==> src/rtl/controle_calculadora.sv <==
// Sequencing FSM for the calculator: keypad events become single-cycle load enables and an ALU start/done handshake.
// Optional backspace key support is enabled by defining TECLA_APAGA_EN.
module controle_calculadora #(
    parameter int DIGITOS = 4
) (
    input  logic       clock,
    input  logic       reset_n,
    input  logic       ready,
    input  logic [3:0] valor,
    input  logic       pronto,
    output logic [1:0] estado,
    output logic [3:0] digito,
    output logic       carrega_a,
    output logic       carrega_b,
    output logic       carrega_op,
    output logic [1:0] operacao,
    output logic       copia_resultado,
    output logic       inicio,
    output logic       limpa,
    output logic       mostra_resultado,
    output logic       apaga_a,
    output logic       apaga_b
);

    localparam int CW = $clog2(DIGITOS + 1);
    localparam logic [CW-1:0] MAXC = CW'(DIGITOS);

    typedef enum logic [1:0] {
        OPERANDO_A = 2'b00,
        OPERANDO_B = 2'b01,
        EXECUTA    = 2'b10,
        RESULTADO  = 2'b11
    } estado_t;

    estado_t       estado_q, estado_d;
    logic          ready_q;
    logic [CW-1:0] cont_a, cont_a_d;
    logic [CW-1:0] cont_b, cont_b_d;
    logic [3:0]    digito_d;
    logic [1:0]    operacao_d;
    logic          mostra_d;
    logic          carrega_a_d, carrega_b_d, carrega_op_d;
    logic          copia_d, inicio_d, limpa_d;
`ifdef TECLA_APAGA_EN
    logic          apaga_a_d, apaga_b_d;
`endif

    logic       tecla;
    logic       e_digito;
    logic       e_oper;
    logic [1:0] op_cod;

    assign tecla    = ready & ~ready_q;
    assign e_digito = (valor <= 4'd9);
    assign e_oper   = (valor == 4'hA) || (valor == 4'hB) || (valor == 4'hC);
    // A/B/C map to 00/01/10
    assign op_cod   = 2'(valor - 4'hA);
    assign estado   = estado_q;

    always_comb begin
        estado_d     = estado_q;
        cont_a_d     = cont_a;
        cont_b_d     = cont_b;
        digito_d     = digito;
        operacao_d   = operacao;
        mostra_d     = mostra_resultado;
        carrega_a_d  = 1'b0;
        carrega_b_d  = 1'b0;
        carrega_op_d = 1'b0;
        copia_d      = 1'b0;
        inicio_d     = 1'b0;
        limpa_d      = 1'b0;
`ifdef TECLA_APAGA_EN
        apaga_a_d    = 1'b0;
        apaga_b_d    = 1'b0;
`endif
        case (estado_q)
            OPERANDO_A: begin
                if (tecla) begin
                    if (e_digito) begin
                        if (cont_a < MAXC) begin
                            carrega_a_d = 1'b1;
                            digito_d    = valor;
                            cont_a_d    = cont_a + 1'b1;
                        end
                    end else if (e_oper) begin
                        if (cont_a != '0) begin
                            carrega_op_d = 1'b1;
                            operacao_d   = op_cod;
                            estado_d     = OPERANDO_B;
                        end
                    end else if (valor == 4'hE) begin
                        limpa_d  = 1'b1;
                        cont_a_d = '0;
                        cont_b_d = '0;
                    end
`ifdef TECLA_APAGA_EN
                    else if (valor == 4'hF && cont_a != '0) begin
                        apaga_a_d = 1'b1;
                        cont_a_d  = cont_a - 1'b1;
                    end
`endif
                end
            end
            OPERANDO_B: begin
                if (tecla) begin
                    if (e_digito) begin
                        if (cont_b < MAXC) begin
                            carrega_b_d = 1'b1;
                            digito_d    = valor;
                            cont_b_d    = cont_b + 1'b1;
                        end
                    end else if (e_oper) begin
                        if (cont_b == '0) begin
                            carrega_op_d = 1'b1;
                            operacao_d   = op_cod;
                        end
                    end else if (valor == 4'hD) begin
                        if (cont_b != '0) begin
                            inicio_d = 1'b1;
                            estado_d = EXECUTA;
                        end
                    end else if (valor == 4'hE) begin
                        limpa_d  = 1'b1;
                        cont_a_d = '0;
                        cont_b_d = '0;
                        estado_d = OPERANDO_A;
                    end
`ifdef TECLA_APAGA_EN
                    else if (valor == 4'hF) begin
                        if (cont_b != '0) begin
                            apaga_b_d = 1'b1;
                            cont_b_d  = cont_b - 1'b1;
                        end else begin
                            estado_d = OPERANDO_A;
                        end
                    end
`endif
                end
            end
            EXECUTA: begin
                // abort takes priority over a result arriving in the same cycle
                if (tecla && valor == 4'hE) begin
                    limpa_d  = 1'b1;
                    cont_a_d = '0;
                    cont_b_d = '0;
                    estado_d = OPERANDO_A;
                end else if (pronto) begin
                    mostra_d = 1'b1;
                    estado_d = RESULTADO;
                end
            end
            RESULTADO: begin
                if (tecla) begin
                    if (e_oper) begin
                        copia_d      = 1'b1;
                        carrega_op_d = 1'b1;
                        operacao_d   = op_cod;
                        cont_a_d     = MAXC;
                        cont_b_d     = '0;
                        mostra_d     = 1'b0;
                        estado_d     = OPERANDO_B;
                    end else if (e_digito || valor == 4'hE) begin
                        limpa_d  = 1'b1;
                        cont_a_d = '0;
                        cont_b_d = '0;
                        mostra_d = 1'b0;
                        estado_d = OPERANDO_A;
                    end
                end
            end
            default: estado_d = OPERANDO_A;
        endcase
    end

    always_ff @(posedge clock or negedge reset_n) begin
        if (!reset_n) begin
            estado_q         <= OPERANDO_A;
            ready_q          <= 1'b1;
            cont_a           <= '0;
            cont_b           <= '0;
            digito           <= '0;
            operacao         <= '0;
            mostra_resultado <= 1'b0;
            carrega_a        <= 1'b0;
            carrega_b        <= 1'b0;
            carrega_op       <= 1'b0;
            copia_resultado  <= 1'b0;
            inicio           <= 1'b0;
            limpa            <= 1'b0;
        end else begin
            estado_q         <= estado_d;
            ready_q          <= ready;
            cont_a           <= cont_a_d;
            cont_b           <= cont_b_d;
            digito           <= digito_d;
            operacao         <= operacao_d;
            mostra_resultado <= mostra_d;
            carrega_a        <= carrega_a_d;
            carrega_b        <= carrega_b_d;
            carrega_op       <= carrega_op_d;
            copia_resultado  <= copia_d;
            inicio           <= inicio_d;
            limpa            <= limpa_d;
        end
    end

`ifdef TECLA_APAGA_EN
    always_ff @(posedge clock or negedge reset_n) begin
        if (!reset_n) begin
            apaga_a <= 1'b0;
            apaga_b <= 1'b0;
        end else begin
            apaga_a <= apaga_a_d;
            apaga_b <= apaga_b_d;
        end
    end
`else
    assign apaga_a = 1'b0;
    assign apaga_b = 1'b0;
`endif

endmodule

==> config.mk <==
export PLATFORM = sky130hd
export DESIGN_NAME = controle_calculadora
export DESIGN_NICKNAME = d
export VERILOG_FILES = /design/src/rtl/controle_calculadora.sv
export SDC_FILE = /design/constraint.sdc
export NUM_CORES = 1
export LEC_CHECK = 0
export BUFFER_PORTS_ARGS = -buffer_cell sky130_fd_sc_hd__buf_2
export CORE_MARGIN = 3
export CORE_UTILIZATION = 43
export CTS_BUF_LIST = sky130_fd_sc_hd__clkbuf_8
export DETAILED_ROUTE_END_ITERATION = 8
export PLACE_DENSITY = 0.74
export SYNTH_ARGS = -nofsm -noshare
export SYNTH_HDL_FRONTEND = slang
export SYNTH_SLANG_ARGS = --single-unit
==> constraint.sdc <==
create_clock -name clock -period 3.7 [get_ports clock]
set_input_delay 0.185 -clock clock [delete_from_list [all_inputs] [get_ports clock]]
set_output_delay 0.185 -clock clock [all_outputs]
set_load 0.05 [all_outputs]
# Yosys cells after proc, flatten, opt, wreduce, memory -nomap -nowiden
# Index checks and enable logic that the tools add are counted.
# classes
addsub	3
order_cmp	3
n_eq_ne	37
n_mux	105
bitwise	2
reduce_logical	17
# op_table
op	n
2-to-1 mux 3 bit	24
2-to-1 mux 2 bit	25
2-to-1 mux 1 bit	42
inequality test 2 bit, second input constant	20
inequality test 3 bit, second input constant	9
2-to-1 mux 4 bit	6
case mux 3 bit (4 select lines)	2
equality test 4 bit, second input constant	5
AND reduction 10 bit	2
AND reduction 12 bit	1
AND reduction 11 bit	1
nonzero test 3 bit	3
case mux 2 bit (4 select lines)	1
case mux 4 bit (2 select lines)	1
AND reduction 7 bit	1
adder 3 x 1 -> 3 bit, second input constant	2
< comparator 3 bit, second input constant	2
case mux 2 bit (3 select lines)	1
AND reduction 5 bit	1
equality test 2 bit, second input constant	2
<= comparator 4 bit, second input constant	1
case mux 1 bit (4 select lines)	1
nonzero test 2 bit	2
zero test 3 bit	1
other kinds (9)	11
# totals
ff_bits	22
inputBits	8
output_inout_bits	17

# Depth between registers and ports, before layout
# Gate-level depths: netlist of the first run.
# logic_depth
depth_word	7
mapped_depth	7

# Worst setup path after synthesis of the first run
# OpenSTA, ideal clock, no wires.
# synth_timing
path_kind	register -> register
startpoint	register estado_q[0] (netlist: estado[0])
endpoint	register digito[0]
setup_time_ps	128
arrival_ps	1634
required_ps	3572
path_slack_ps	1938
path_stages_with_launch	6
n_path_buf	1
period_less_slack_ps	1762
cell_sequence	dfrtp_1 > buf_4 > nor2b_1 > o21bai_1 > nor2_2 > mux2_1
# synth_between
elab_chain_cells	3
# synth_rtl
item	line_no	source
from (decl)	35	estado_t estado_q, estado_d;
from (signal assigned)	192	estado_q <= estado_d;
equality test 2 x 1 -> 1 bit / zero test 2 bit (equally long branches)	77	case (estado_q)
inequality test 2 bit (no line) / nonzero test 2 bit (equally long branches)	n/a	
AND reduction 7 bit (no line)	n/a	
to (signal assigned)	196	digito <= digito_d;
to (decl)	12	output logic [3:0] digito,
# Several ways; a longest one is shown, not always the timed one.
# A chain may end at the register's enable or synchronous reset.

# Worst setup path in the final report of the first run
# layout_timing
startpoint	register estado_q[0] (netlist: estado[0])
endpoint	register operacao[0]
# layout_between
elab_chain_cells	3
# layout_rtl
item	line_no	source
equality test 2 x 1 -> 1 bit, or another cell as far along	77	
inequality test 2 bit (no line) / nonzero test 3 bit (equally long branches)	n/a	
AND reduction 11 bit (no line)	n/a	
to (signal assigned)	197	operacao <= operacao_d;
to (decl)	16	output logic [1:0] operacao,
# Several ways; a longest one is shown, not always the timed one.

==> results of run 1 <==
[state kept, by name, indices dropped and copies added, names as in the netlist, 2 cells and up]
name	count
estado	2
cont_b	3
cont_a	3
operacao	2
digito	4
[Yosys cell counts (all sizes together), types with 2 or more instances]
library cell and number:
and3 4, a31oi 7, and4b 2, nand2b 4
mux2 5, and2b 3, nor3 5, buf 10
ha 4, nand2 10, nor2b 7, a21oi 6
dfrtp 21, a21o 2, nand3 6, inv 8
o21ai 8, a41oi 2, nor2 10
[report_power, final]
| part | internal (mW) | switching, mW |
|---|---|---|
| registers | 0.304 | 0.0841 |
| clock network | 0.0740 | 0.0747 |
| logic | 0.143 | 0.309 |
[area by class of cell]
class / instances / area (um^2)
Timing Repair Buffer: 23 / 120
Clock inverter: 1 / 3.75
Fill cell: 276 / 1370
Multi-Input combinational cell: 101 / 709
Tap cell: 42 / 52.6
Clock buffer: 3 / 41.3
Sequential cell: 22 / 552
Inverter: 8 / 30.0
[worst max-delay path, delay by kind of cell, from the launching register on]
family           cells  cell delay [ns]
flip-flops           1             0.64
multiplexers         1             0.37
AND/OR/NAND/NOR      2             0.60
AO/OA/AOI/OAI        1             0.16
[final timing paths]
kind | startpoint | to | slack, ns | depth (start not counted)
min in group asynchronous | reset_n | carrega_op | 0.41 | 2
max in group asynchronous | reset_n | ready_q | 2.94 | 2
setup / recovery | estado[0] | operacao[0] | 1.81 | 4
setup reg to reg | estado[0] | operacao[0] | 1.81 | 4
hold reg to reg | digito[0] | digito[0] | 0.49 | 1
hold / removal | ready | ready_q | 0.04 | 1
[repair_timing]
| item | in CTS | in global routing |
|---|---|---|
| setup endpoints to repair | 0 | 0 |
| hold buffers | 1 | 0 |
| endpoints found under the hold margin | 21 | 0 |
[per-layer routing]
layer  track usage, %  share of wire, %
met1             22.5                46
met2             23.0                45
met3             2.88               5.9
met4             11.0               3.6
met5                0                 0
[per-stage QoR]
stage / instances / instance area, um^2 / total power [mW]
after floorplan: 141 / 1360 / 0.747
after global placement: 195 / 1450 / 0.835
after detailed placement: 195 / 1450 / 0.845
after CTS: 200 / 1510 / 0.995
after global routing: 200 / 1510 / 1.06
final: 200 / 1510 / 0.989
[kinds of logic after synthesis]
group / count (synthesis) / share of synthesized area, %
other: 1 / 0.276
buffers and inverters: 18 / 7.54
AO/OA/AOI/OAI: 34 / 19.1
multiplexers: 6 / 5.15
AND/OR/NAND/NOR: 55 / 23.6
flip-flops: 22 / 40.6
adder cells (fa/ha/maj): 4 / 3.68
==> metrics.txt, run 1 <==
# TYPE chip_impl_metric gauge
chip_impl_metric{name="floorplan.initialDensity",unit="%"} 47.3
chip_impl_metric{name="synth_seq_cells",unit=""} 22
chip_impl_metric{name="cts.clk_slew.worst_paths",unit="ns"} 0.07
chip_impl_metric{name="rows",unit=""} 19
chip_impl_metric{name="cts_inserted_buffers",unit=""} 3
chip_impl_info{name="synth_area_leader_cell",value="dfrtp_1"} 1
chip_impl_metric{name="first_iter_violations",unit=""} 29
chip_impl_metric{name="wire_length_of_the_first_global_routing_pass",unit="um"} 5100
chip_impl_info{name="holdCritPathClass",value="input pin to register"} 1
chip_impl_info{name="worstSetupStartpointType",value="register"} 1
chip_impl_metric{name="hold_slack",unit="ns"} 0.0382
chip_impl_metric{name="critical_path_peak_fanout",unit=""} 24
chip_impl_metric{name="min_period",unit="ns"} 1.89
chip_impl_metric{name="dp_hpwl",unit="um"} 2180
chip_impl_metric{name="design.core.area",unit="um^2"} 2880
chip_impl_metric{name="grt_start_max_net_pins",unit=""} 25
chip_impl_metric{name="areaGrowthSynthToFinish",unit="%"} 10.9
chip_impl_metric{name="netlist_area",unit="um^2"} 1360
chip_impl_metric{name="synth-edff-count",unit=""} 0
chip_impl_info{name="most-common-layout-cells",value="buf_2, dfrtp_1, inv_1, nor2_1, nand2_1"} 1
chip_impl_metric{name="hold_viol_final",unit=""} 0
chip_impl_info{name="most_common_library_cell_in_the_layout_ignoring_fill_and_taps",value="buf_2"} 1
chip_impl_metric{name="synthesis.yosys.warnings",unit=""} 0
chip_impl_metric{name="dr_total_vias",unit=""} 1107
chip_impl_metric{name="finalCritPeriodShare",unit="%"} 51.1
chip_impl_metric{name="dieWidth",unit="um"} 62.2
chip_impl_info{name="grt_setup_unrepaired",value="false"} 1
chip_impl_metric{name="finalSetupViolCount",unit=""} 0
chip_impl_metric{name="power_density",unit="nW/um^2"} 655
chip_impl_metric{name="floorplan.die.height",unit="um"} 62.2
chip_impl_info{name="synth-main-ff-cell",value="dfrtp_1"} 1
chip_impl_metric{name="drive_gt1_share",unit="%"} 24.7
chip_impl_metric{name="io_buffers",unit=""} 22
chip_impl_metric{name="synth.yosys.seq_area_share",unit="%"} 40.6
chip_impl_metric{name="worst_clock_skew_on_the_final_layout",unit="ns"} 0.00126
chip_impl_info{name="endpoint_class_of_the_critical_path",value="register"} 1
chip_impl_metric{name="grt_residual_overflow",unit=""} 0
chip_impl_metric{name="worst-endpoint-arrival",unit="ns"} 2.04
chip_impl_metric{name="n_antenna_cell",unit=""} 0
chip_impl_metric{name="wire_per_inst",unit="um"} 14.7
chip_impl_info{name="run_status",value="complete, no violations"} 1
chip_impl_metric{name="cts.repair_timing.setup_buffer_count",unit=""} 0
chip_impl_info{name="worst-setup-path-type",value="register to register"} 1
chip_impl_metric{name="fin_tns_setup",unit="ns"} 0
chip_impl_metric{name="ir_worst_vdd",unit="mV"} 0.395
chip_impl_metric{name="slew_headroom",unit="%"} 53.3
chip_impl_metric{name="clk_latency",unit="ns"} 0.26
chip_impl_metric{name="achievable-frequency",unit="MHz"} 529
chip_impl_info{name="cts_root_buf",value="clkbuf_8"} 1
chip_impl_metric{name="antenna_found_initial",unit=""} 0
chip_impl_metric{name="pre_cts_ws",unit="ns"} 1.83
chip_impl_metric{name="die_area",unit="um^2"} 3870
chip_impl_metric{name="unique_masters_post_synth",unit=""} 48
chip_impl_metric{name="post_synth_inst_count",unit=""} 140
chip_impl_metric{name="proportion_of_netlist_area_held_by_the_largest_area_contributor",unit="%"} 38.6
chip_impl_metric{name="gp_routability_congestion",unit=""} 0.912
chip_impl_metric{name="maxSlewViolCount",unit=""} 0
chip_impl_metric{name="p_leak",unit="nW"} 0.730
chip_impl_metric{name="first_global_vias",unit=""} 1068
chip_impl_metric{name="grt_util_all_layers",unit="%"} 16.3
chip_impl_metric{name="route.antenna.remaining_nets",unit=""} 0
chip_impl_metric{name="ctsLongestPathBuffers",unit=""} 2
chip_impl_info{name="crit_slowest_cell",value="dfrtp_1"} 1
chip_impl_metric{name="cts.htree.levels",unit=""} 1
chip_impl_info{name="yosys-top-cells-area",value="dfrtp_1, ha_1, mux2_1"} 1
chip_impl_metric{name="slowest_delay",unit="ns"} 0.64
chip_impl_metric{name="asyncSetResetFlopFracSynth",unit="%"} 100
chip_impl_metric{name="timing.max_cap.violations",unit=""} 0
chip_impl_metric{name="cts_resized",unit=""} 0
chip_impl_metric{name="worst_margin_slew",unit="ns"} 0.700
chip_impl_metric{name="remaining_drc_errors",unit=""} 0
chip_impl_metric{name="finish.utilization",unit="%"} 52.5
chip_impl_metric{name="drt_first_pass_iters",unit=""} 4
chip_impl_metric{name="finalWorstSetupSlack",unit="ns"} 1.81
chip_impl_metric{name="required",unit="ns"} 3.85
chip_impl_metric{name="finish.net_count",unit=""} 171
chip_impl_info{name="clock_tree_from_tritoncts",value="built"} 1
chip_impl_metric{name="clock_sinks",unit=""} 22
chip_impl_metric{name="design.portCount",unit=""} 25
chip_impl_metric{name="route.final.wire_length",unit="um"} 2940
chip_impl_metric{name="vias_per_cell",unit=""} 5.54
chip_impl_metric{name="mean_syn_cell_area",unit="um^2"} 9.71
chip_impl_info{name="timing.critical_path.cells",value="or2_1 > o21ai_0 > nand4_1 > mux2_1"} 1
Note: power is estimated with default switching activity, not from simulation.
==> run 2, diff against run 1 <==
PLACE_DENSITY = 0.77   (was 0.74)
clock period = 1.6 ns   (was 3.7 ns; I/O delays follow)
==> run 2 against run 1 <==
Hold slack gained 0.099 ns. Cell area grew 9.4%. First-iteration DRC count grew 83%. Routed wire length grew 7.7%. Clock power grew to 2.7 times the previous value. Combinational power grew to 2.9 times the previous value. Sequential cell count is the same. Core utilization grew 4.9 points. Worst setup slack lost 1.8 ns. Non-clock buffer count grew 12. Critical path type is now input pin to register. Highest routed layer unchanged.
==> metrics.txt, run 2 (synthesis results as in run 1) <==
# TYPE chip_impl_metric gauge
chip_impl_metric{name="first_global_vias",unit=""} 1136
chip_impl_info{name="most_common_library_cell_in_the_layout_ignoring_fill_and_taps",value="buf_2"} 1
chip_impl_metric{name="floorplan.die.height",unit="um"} 62.2
chip_impl_metric{name="layout.filler_cells",unit=""} 263
chip_impl_metric{name="grt_start_max_net_pins",unit=""} 23
chip_impl_metric{name="ir_worst_vdd",unit="mV"} 0.699
chip_impl_metric{name="cts.clk_slew.worst_paths",unit="ns"} 0.08
chip_impl_metric{name="floorplan.initialDensity",unit="%"} 47.3
chip_impl_metric{name="route.antenna.remaining_nets",unit=""} 0
chip_impl_metric{name="finalCritPeriodShare",unit="%"} 98.0
chip_impl_metric{name="worst-endpoint-arrival",unit="ns"} 1.72
chip_impl_metric{name="vias_per_cell",unit=""} 5.61
chip_impl_metric{name="ctsLongestPathBuffers",unit=""} 2
chip_impl_metric{name="p_leak",unit="nW"} 0.803
chip_impl_metric{name="io_buffers",unit=""} 22
chip_impl_metric{name="die_area",unit="um^2"} 3870
chip_impl_metric{name="clock_power_share",unit="%"} 16.1
chip_impl_metric{name="drive_gt1_share",unit="%"} 35.3
chip_impl_info{name="clock_tree_from_tritoncts",value="built"} 1
chip_impl_metric{name="r2r_slack",unit="ns"} 0.08
chip_impl_metric{name="final_cell_area",unit="um^2"} 1650
chip_impl_metric{name="achievable-frequency",unit="MHz"} 638
chip_impl_metric{name="design.portCount",unit=""} 25
chip_impl_metric{name="hold_slack",unit="ns"} 0.137
chip_impl_metric{name="antenna_found_initial",unit=""} 0
chip_impl_info{name="cts_root_buf",value="clkbuf_8"} 1
chip_impl_metric{name="min_period",unit="ns"} 1.57
chip_impl_metric{name="timing.max_cap.violations",unit=""} 0
chip_impl_metric{name="pre_cts_ws",unit="ns"} 0.0628
chip_impl_metric{name="dp_hpwl",unit="um"} 2330
chip_impl_info{name="holdCritPathClass",value="input pin to register"} 1
chip_impl_metric{name="sequentialPowerShare",unit="%"} 33.0
chip_impl_metric{name="register_area",unit="um^2"} 554
chip_impl_info{name="grt_setup_unrepaired",value="true"} 1
chip_impl_metric{name="finish.net_count",unit=""} 183
chip_impl_metric{name="power.share.combinational",unit="%"} 51.0
chip_impl_metric{name="cts.htree.levels",unit=""} 1
chip_impl_info{name="regMostFlops",value="digito"} 1
chip_impl_metric{name="design.core.area",unit="um^2"} 2880
chip_impl_metric{name="finalSetupViolCount",unit=""} 0
chip_impl_metric{name="grt_util_all_layers",unit="%"} 16.9
chip_impl_metric{name="r2r.worst_path.cells",unit=""} 5
chip_impl_metric{name="maxSlewViolCount",unit=""} 0
chip_impl_info{name="worst_setup_path_startpoint",value="ready"} 1
chip_impl_metric{name="wire_per_inst",unit="um"} 15.0
chip_impl_metric{name="critical_path_peak_fanout",unit=""} 10
chip_impl_info{name="run_status",value="complete, no violations"} 1
chip_impl_metric{name="required",unit="ns"} 1.75
chip_impl_metric{name="gp_routability_congestion",unit=""} 0.894
chip_impl_metric{name="multi_input_area",unit="um^2"} 746
chip_impl_info{name="timing.hold.worst.start",value="pronto"} 1
chip_impl_metric{name="power_report.internal_total",unit="mW"} 1.37
chip_impl_metric{name="route.final.wire_length",unit="um"} 3170
chip_impl_metric{name="cell_area_after_placement",unit="um^2"} 1530
chip_impl_info{name="endpoint_class_of_the_critical_path",value="register"} 1
chip_impl_metric{name="cts_inserted_buffers",unit=""} 3
chip_impl_metric{name="wire_length_of_the_first_global_routing_pass",unit="um"} 5320
chip_impl_metric{name="areaGrowthSynthToFinish",unit="%"} 21.3
chip_impl_metric{name="dieWidth",unit="um"} 62.2
chip_impl_metric{name="p_switching",unit="mW"} 1.16
chip_impl_metric{name="layoutNonFillerInstCount",unit=""} 212
chip_impl_metric{name="finalWorstSetupSlack",unit="ns"} 0.0322
chip_impl_metric{name="largest_reg_flops",unit=""} 4
chip_impl_info{name="most-common-layout-cells",value="buf_2, dfrtp_1, buf_4, nor2_1, nand2_1"} 1
chip_impl_info{name="timing.rr.start",value="estado[0]"} 1
chip_impl_metric{name="drt_first_pass_iters",unit=""} 4
chip_impl_metric{name="dpl.cell_count",unit=""} 205
chip_impl_metric{name="clock_sinks",unit=""} 22
chip_impl_metric{name="first_iter_violations",unit=""} 53
chip_impl_metric{name="n_antenna_cell",unit=""} 0
chip_impl_info{name="worstSetupStartpointType",value="input pin"} 1
chip_impl_metric{name="hold_viol_final",unit=""} 0
chip_impl_metric{name="clk_latency",unit="ns"} 0.27
chip_impl_metric{name="rows",unit=""} 19
chip_impl_metric{name="p_sw_share",unit="%"} 45.7
chip_impl_info{name="worst-setup-path-type",value="input pin to register"} 1
chip_impl_metric{name="worst_clock_skew_on_the_final_layout",unit="ns"} 0.00567
chip_impl_metric{name="remaining_drc_errors",unit=""} 0
chip_impl_info{name="worst_setup_path_endpoint",value="digito[2]"} 1
chip_impl_metric{name="power_density",unit="nW/um^2"} 1530
chip_impl_metric{name="grt_residual_overflow",unit=""} 0
chip_impl_metric{name="dr_total_vias",unit=""} 1190
chip_impl_info{name="regToRegEndpoint",value="cont_b[0]"} 1
chip_impl_info{name="reg_top3",value="digito (4), cont_a (3), cont_b (3)"} 1
[run 2: cell count changes in the layout (fill, tap and decap cells not counted), sizes merged]
cell and delta:
buf +11, clkbuf +1, dlygate4sd3 +1, inv -1
[run 2: timing repair]
action | 4_1_cts | 5_1_grt
hold buffers | 2 | 0
gates resized for setup | 0 | 11
hold endpoints to repair | 22 | 0
setup buffers | 0 | 1
endpoints found under the setup margin | 0 | 4
[run 2: worst min path at each step]
stage / end / slack [ns] / cells after the start
global placement: carrega_op / 0.06 / 1
CTS: mostra_resultado / 0.13 / 3
global route: digito[0] / 0.16 / 2
floorplan: carrega_a / -0.22 / 0
finish: mostra_resultado / 0.14 / 3
detailed placement: carrega_op / 0.08 / 1
[run 2: layer usage]
layer  up-vias  part of all wire [%]  GRT usage [%]  wire (um)
met5         -                     0              0          0
met4         0                   1.7           8.56         54
met3         5                   7.3           1.98        230
met2        49                    51           28.6       1610
met1       583                    40           21.3       1280
li1        553                     -              -          -
[run 2: worst max-delay path: stages]
cell,delay (ns)
dlygate4sd3_1,0.52
buf_2,0.12
nor2b_1,0.13
buf_4,0.18
nand2_2,0.11
nor2_2,0.22
mux2_1,0.36
[run 2: cell type report]
cell class / instances / share of cell area (%)
multi-input combinational: 101 / 45.2
sequential: 22 / 33.6
timing repair buffer: 35 / 12.9
clock buffer: 4 / 3.34
tap: 42 / 3.18
inverter: 8 / 1.82
[run 2: through the flow]
step                total power [mW]  TNS [ns]  util [%]
floorplan                       1.73         0         -
global placement                2.01         0      53.2
detailed placement              2.06         0      53.2
CTS                             2.47         0      55.9
global route                    2.68   -0.0153      57.4
finish                          2.53         0      57.4
[run 2: power groups by stage]
| stage | Clock, mW | Sequential (mW) | Combinational (mW) |
|---|---|---|---|
| after floorplan | 0 | 1.17 | 0.557 |
| after global placement | 0 | 0.833 | 1.18 |
| after detailed placement | 0 | 0.848 | 1.21 |
| after CTS | 0.415 | 0.838 | 1.22 |
| after global routing | 0.439 | 0.859 | 1.38 |
| final | 0.407 | 0.835 | 1.29 |
